$ cat config.mk
export PLATFORM = sky130hd
export DESIGN_NAME = ham_mem_arbiter
export DESIGN_NICKNAME = d
export VERILOG_FILES = /design/src/rtl/ham_mem_arbiter.sv
export SDC_FILE = /design/constraint.sdc
export NUM_CORES = 1
export LEC_CHECK = 0
export CAP_MARGIN = 20
export CORE_MARGIN = 8
export CORE_UTILIZATION = 34
export CTS_CLUSTER_DIAMETER = 50
export CTS_CLUSTER_SIZE = 16
export DETAILED_ROUTE_END_ITERATION = 10
export MAX_ROUTING_LAYER = met4
export PLACE_DENSITY = 0.85
export SYNTH_ARGS = -nofsm -noshare
export SYNTH_HDL_FRONTEND = slang
export SYNTH_SLANG_ARGS = --single-unit
$ cat constraint.sdc
create_clock -name clk -period 5.4 [get_ports clk]
set_input_delay 1.62 -clock clk [delete_from_list [all_inputs] [get_ports clk]]
set_output_delay 1.62 -clock clk [all_outputs]
set_load 0.03 [all_outputs]
$ cat src/rtl/ham_mem_arbiter.sv
// Two-port burst arbiter sharing the single dat_mem port between the
// Hamming encoder sequencer (port 0) and the decoder/checker sequencer
// (port 1). Round-robin between ports, with a burst-length cap that hands
// the port over when the other side is waiting.
module ham_mem_arbiter #(
    parameter int W         = 8,
    parameter int AW        = 8,
    parameter int MAX_BURST = 4
) (
    input  logic          clk,
    input  logic          init_n,
    input  logic [1:0]    req,
    input  logic [1:0]    last,
    input  logic [1:0]    we,
    input  logic [AW-1:0] addr0,
    input  logic [AW-1:0] addr1,
    input  logic [W-1:0]  wdata0,
    input  logic [W-1:0]  wdata1,
    output logic [1:0]    gnt,
    output logic [1:0]    preempt,
    output logic          busy,
    output logic          mem_we,
    output logic [AW-1:0] mem_raddr,
    output logic [AW-1:0] mem_waddr,
    output logic [W-1:0]  mem_din
);

    localparam int             CW      = $clog2(MAX_BURST + 1);
    localparam logic [CW-1:0]  MAX_CNT = CW'(MAX_BURST);

    typedef enum logic [1:0] {
        IDLE = 2'd0,
        G0   = 2'd1,
        G1   = 2'd2
    } state_t;

    state_t        state;
    state_t        state_next;
    logic          rr_ptr;
    logic          rr_ptr_next;
    logic [CW-1:0] count;
    logic [CW-1:0] count_next;
    logic [1:0]    preempt_next;
    logic          own;
    logic          own_req;
    logic          other_req;
    logic          release_now;

    // State register, round-robin pointer, burst counter and preempt pulse
    always_ff @(posedge clk or negedge init_n) begin
        if (!init_n) begin
            state   <= IDLE;
            rr_ptr  <= 1'b0;
            count   <= '0;
            preempt <= 2'b00;
        end else begin
            state   <= state_next;
            rr_ptr  <= rr_ptr_next;
            count   <= count_next;
            preempt <= preempt_next;
        end
    end

    // Next-state decision: grant from idle, count accesses, decide release
    always_comb begin
        state_next   = state;
        rr_ptr_next  = rr_ptr;
        count_next   = count;
        preempt_next = 2'b00;
        own          = (state == G1);
        own_req      = req[own];
        other_req    = req[~own];
        release_now  = 1'b0;
        case (state)
            IDLE: begin
                count_next = '0;
                if (req == 2'b11) begin
                    state_next = rr_ptr ? G1 : G0;
                end else if (req[0]) begin
                    state_next = G0;
                end else if (req[1]) begin
                    state_next = G1;
                end
            end
            G0, G1: begin
                if (!own_req) begin
                    release_now = 1'b1;
                end else begin
                    count_next = (count == MAX_CNT) ? count : count + CW'(1);
                    if (last[own]) begin
                        release_now = 1'b1;
                    end else if ((count_next == MAX_CNT) && other_req) begin
                        release_now       = 1'b1;
                        preempt_next[own] = 1'b1;
                    end
                end
                if (release_now) begin
                    rr_ptr_next = ~own;
                    count_next  = '0;
                    if (other_req) begin
                        state_next = own ? G0 : G1;
                    end else begin
                        state_next = IDLE;
                    end
                end
            end
            default: begin
                state_next = IDLE;
            end
        endcase
    end

    // Grant and busy decoded straight from the state register
    always_comb begin
        gnt = 2'b00;
        if (state == G0) begin
            gnt = 2'b01;
        end else if (state == G1) begin
            gnt = 2'b10;
        end
        busy = (gnt != 2'b00);
    end

    // Memory port mux: only a granted port that is requesting reaches dat_mem
    always_comb begin
        mem_we    = 1'b0;
        mem_raddr = '0;
        mem_waddr = '0;
        mem_din   = '0;
        if ((state == G0) && req[0]) begin
            mem_we    = we[0];
            mem_raddr = addr0;
            mem_waddr = addr0;
            mem_din   = wdata0;
        end else if ((state == G1) && req[1]) begin
            mem_we    = we[1];
            mem_raddr = addr1;
            mem_waddr = addr1;
            mem_din   = wdata1;
        end
    end

endmodule

## Word-level counts from Yosys, hierarchy flattened

Cells that the tools add are included.

| cells by class | value |
|---|---|
| $add $sub $neg | 1 |
| reduce and logical (&&, ||, !) cells | 11 |
| mux-type cells | 36 |
| order comparisons | 3 |
| bitwise operators | 1 |
| equal/unequal tests | 8 |

Operators with widths:

| cell | count |
|---|---|
| $mux 8 | 4 |
| $mux 2 | 13 |
| $mux 1 | 13 |
| $mux 3 | 3 |
| $eq 3x3->1 const B | 2 |
| $pmux 3 s2 | 1 |
| $reduce_and 2->1 | 3 |
| $eq 2x2->1 const B | 2 |
| $logic_and 1x1->1 | 4 |
| $lt 1x2->1 const B | 2 |
| $ne 4x4->1 const B | 1 |
| $pmux 2 s2 | 1 |
| $reduce_bool 2->1 | 2 |
| $add 3x1->3 const B | 1 |
| $ne 3x3->1 const B | 1 |
| $eq 2x1->1 const B | 1 |
| $logic_not 2->1 | 1 |
| $ne 2x2->1 const B | 1 |
| $reduce_or 2->1 | 1 |
| $demux 1 s1 | 1 |
| $ge 1x1->1 const B | 1 |
| $not 1->1 | 1 |

| storage, ports and cells | value |
|---|---|
| register bits after elaboration | 8 |
| output and inout port bits | 30 |
| word-level logic and storage cells | 64 |
| bits of input ports | 40 |

## Longest topological paths before layout

Gate-level depths: netlist of the first run.

| logic depth | value |
|---|---|
| depth in word-level cells | 11 |
| gate-level depth with buffers | 8 |
| gate-level depth less buffers | 6 |

## Worst setup path before layout of the first run

OpenSTA, ideal clock, no wires.

| timing path | value |
|---|---|
| path kind | input-to-output |
| start point | in req[0] |
| end point | out mem_waddr[0] |
| stages | 6 |
| buffers on the path | 3 |
| arrival time | 2997 ps |
| setup slack | 783 ps |
| required time | 3780 ps |
| path through | and2_1 buf_2 nor2_1 buf_2 a22o_1 buf_4 |

| on the way | value |
|---|---|
| word-level cells in the longest chain between the ends | 2 |

RTL lines:

| item | RTL line | source |
|---|---|---|
| start, declared | 12 | `input logic [1:0] req,` |
| $logic_and 1x1->1 | 130 | `if ((state == G0) && req[0]) begin` |
| $mux 8 | - |  |
| end, declared | 24 | `output logic [AW-1:0] mem_waddr,` |

No other way between the ends.

## Worst setup path in the final report of the first run

| timing path | value |
|---|---|
| start point | in req[0] |
| end point | out mem_raddr[5] |

| on the way | value |
|---|---|
| word-level cells in the longest chain between the ends | 2 |

RTL lines:

| item | RTL line | source |
|---|---|---|
| $logic_and 1x1->1 | 130 |  |
| $mux 8 | 130 |  |
| end, declared | 23 | `output logic [AW-1:0] mem_raddr,` |

No other way between the ends.

==> results_dict.tcl, run 1 <==
set metrics [dict create \
    root_buffer "clkbuf_4" \
    cpPeakStageDelay_ns 0.51 \
    grt_max_degree 18 \
    r2r_setup_slack_ns 3.35 \
    grt_pass1_vias 885 \
    p_clk_share_pct 8.6 \
    postCtsSetupBuffers 0 \
    initial_utilization_pct 34.6 \
    die_y_um 65.3 \
    area_growth_pct 76.2 \
    crit_arrival_ns 3.00 \
    startpoint_type "input port" \
    tightestPinTransition_ns 0.365 \
    swShare_pct 50.8 \
    diodes 0 \
    clock-skew-final_ns 0.00999 \
    drc 0 \
    crit_type "input port to output pin" \
    critPathTopFamily "buffers and inverters" \
    min_period_over_period_pct 85.5 \
    vias_per_cell 5.16 \
    cell_internal_pwr_uw 270 \
    nFillCells 220 \
    clock.fmax_mhz 217 \
    post-dp-hpwl_um 2760 \
    synth_area_um2 826 \
    die-area_um2 4260 \
    cts.repair.resized 0 \
    drv_cap 0 \
    path_clk_slew_ns 0.06 \
    core_region_area_um2 2390 \
    avgSynthCellArea_um2 9.18 \
    pin_count 70 \
    clkLatencyLatePin_ns 0.26 \
    finalSetupTns_ns 0 \
    die-width_um 65.3 \
    p_leak_nw 0.663 \
    htree_num_levels 1 \
    drt_pass1_iterations 4 \
    ys_ff_latch 8 \
    ant_nets 0 \
    crit_buf_inv 3 \
    gp_congestion 0.946 \
    pre_cts_ws_ns 0.220 \
    total_power_uw 548 \
    cpMostUsedCell "buf_4" \
    finalMaxSlewViolations 0 \
    cts_tree "built" \
    synth_nets 137 \
    gr-total-overflow 0 \
    vdd_drop_max_uv 223 \
    grt_use_total_pct 14.9 \
    synth_seq_area_share_pct 24.2 \
    synth_cells 90 \
    cp_slowest_cell "clkdlybuf4s50_1" \
    antenna_found_initial 0 \
    seq_power_share_pct 16.5 \
    synth_warnings 0 \
    utilization_pct 61.0 \
    clk_path_buf_depth 2 \
    critPathRequiredTime_ns 3.78 \
    worst_slack_ns 0.782 \
    hold_viol_final 0 \
    placementRows 18 \
    numPortBuffers 69 \
    status "finished clean" \
    yosys.cell_types.count 31 \
    wl_per_cell_um 17.9 \
    synthArstFlopShare_pct 100 \
    ys.flop_type "dfrtp_1" \
    grt_pass1_wl_um 4730 \
    drtIter0Drc 54 \
    totalWireLength_um 3280 \
    cp_max_fo 17 \
    hold_path.class "flop to flop" \
    rsz0062_at_grt "false" \
    cts_made_buffers 3 \
    p_comb_share_pct 74.9 \
    synth-edff-count 0 \
    finalSetupViolations 0 \
    fin_crit_ns 4.62 \
    endpoint_kind "output pin" \
    vias 944 \
    powerDensity_nw_per_um2 376 \
    final_nets 202 \
    layout-drive-gt1-share_pct 20.9 \
    crit_path_cell_trace "clkdlybuf4s50_1 -> and2_1 -> nor2_1 -> buf_4 -> a22o_1 -> buf_4" \
    net-switching-power_uw 278 \
    cts.sinks 8 \
    relSlewSlack_pct 75.6 \
    ctsHoldBuffers 0 \
]
==> power groups by stage <==
| stage | Sequential [mW] | Clock (mW) | Combinational [mW] |
|---|---|---|---|
| finish | 0.0905 | 0.0471 | 0.410 |
| global route | 0.0923 | 0.0504 | 0.436 |
| CTS | 0.0903 | 0.0488 | 0.409 |
| detailed placement | 0.0916 | 0 | 0.406 |
| global placement | 0.0900 | 0 | 0.400 |
| floorplan | 0.0876 | 0 | 0.277 |
==> metrics by stage <==
stage,area (um^2),instances,hold WS [ns]
2_1_floorplan,826,90,0.475
3_3_place_gp,1430,179,0.493
3_5_place_dp,1430,179,0.513
4_1_cts,1450,182,0.527
5_1_grt,1460,183,0.577
6_report,1460,183,0.526
==> tightest hold or removal path, stage by stage, from the launching register on <==
cell and delay [ns]:
dfrtp_1 0.37, nand2_1 0.05, o21ai_0 0.07
==> placed cells by master, fill, tap and decap left out <==
| cell type | n |
|---|---|
| or4bb_1 | 1 |
| a32oi_1 | 1 |
| a21boi_0 | 1 |
| o21ai_0 | 2 |
| and2_1 | 1 |
| nor4_1 | 1 |
| buf_4 | 27 |
| a22oi_1 | 1 |
| ha_1 | 7 |
| clkbuf_4 | 3 |
| and3_1 | 1 |
| a21oi_1 | 2 |
| inv_1 | 6 |
| a31oi_4 | 1 |
| a221o_1 | 2 |
| nand2_1 | 5 |
| mux2i_1 | 2 |
| nor4bb_1 | 1 |
| or3b_1 | 2 |
| a22o_1 | 18 |
| a2111oi_1 | 1 |
| nor2_1 | 4 |
| nand3b_1 | 2 |
| nand3_1 | 2 |
| dfrtp_1 | 8 |
| o221a_2 | 1 |
| a21o_1 | 1 |
| nand2b_1 | 2 |
| o2bb2ai_1 | 1 |
| clkdlybuf4s50_1 | 44 |
| nor2b_1 | 2 |
==> cells by family (layout without fill, tap and decap cells) <==
logic type | Yosys count | after routing | share of synthesized area, %
AOI/OAI and AO/OA | 32 | 32 | 33.9
buffers and inverters | 17 | 80 | 11.7
and+or+nand+nor | 24 | 24 | 17.1
muxes | 2 | 2 | 2.42
adders and majority gates | 7 | 7 | 10.6
DFF | 8 | 8 | 24.2
==> synthesized netlist by cell type (all sizes together), types with 2 or more instances <==
cell | count | share of area (%)
a21oi | 2 | 1.2
a221o | 2 | 2.4
a22o | 18 | 19
buf | 10 | 8.5
dfrtp | 8 | 24
ha | 7 | 11
inv | 6 | 2.7
mux2i | 2 | 2.4
nand2 | 5 | 2.3
nand2b | 2 | 1.5
nand3 | 2 | 1.2
nand3b | 2 | 1.8
nor2 | 4 | 1.8
nor2b | 2 | 1.5
o21ai | 2 | 1.2
or3b | 2 | 2.1
==> routing by layer <==
metal | GRT usage [%] | vias to the layer above | part of all wire [%]
li1 | - | 462 | -
met1 | 18.3 | 438 | 41
met5 | - | - | 0
met2 | 23.5 | 38 | 54
met4 | 4.90 | 0 | 1.6
met3 | 3.23 | 6 | 4.4
==> worst paths after layout <==
kind                          start           end  depth (start not counted)
max reg2reg                state[0]      count[2]                          6
min reg2reg                count[1]      count[1]                          2
min in group asynchronous    init_n      count[1]                          1
min                        count[1]      count[1]                          2
max in group asynchronous    init_n    preempt[0]                          1
max                          req[0]  mem_raddr[5]                          6
==> area by class of cell <==
class | count | area, um^2 | area share, %
clock buffer | 3 | 22.5 | 1.55
sequential | 8 | 200 | 13.8
inverter | 6 | 22.5 | 1.55
tap | 30 | 37.5 | 2.58
multi-input combinational | 65 | 529 | 36.4
timing repair buffer | 71 | 643 | 44.2
==> sequential cells by signal (all words and copies together) (netlist names) <==
signal,count
count,3
preempt,2
state,2
rr_ptr,1
Power figures use the tool's default switching activity.
==> run 2, diff against run 1 <==
CTS_CLUSTER_SIZE = 10   (was 16)
==> results of run 2 <==
Same layout as run 1: the final DEF is identical, and so are final timing and power.
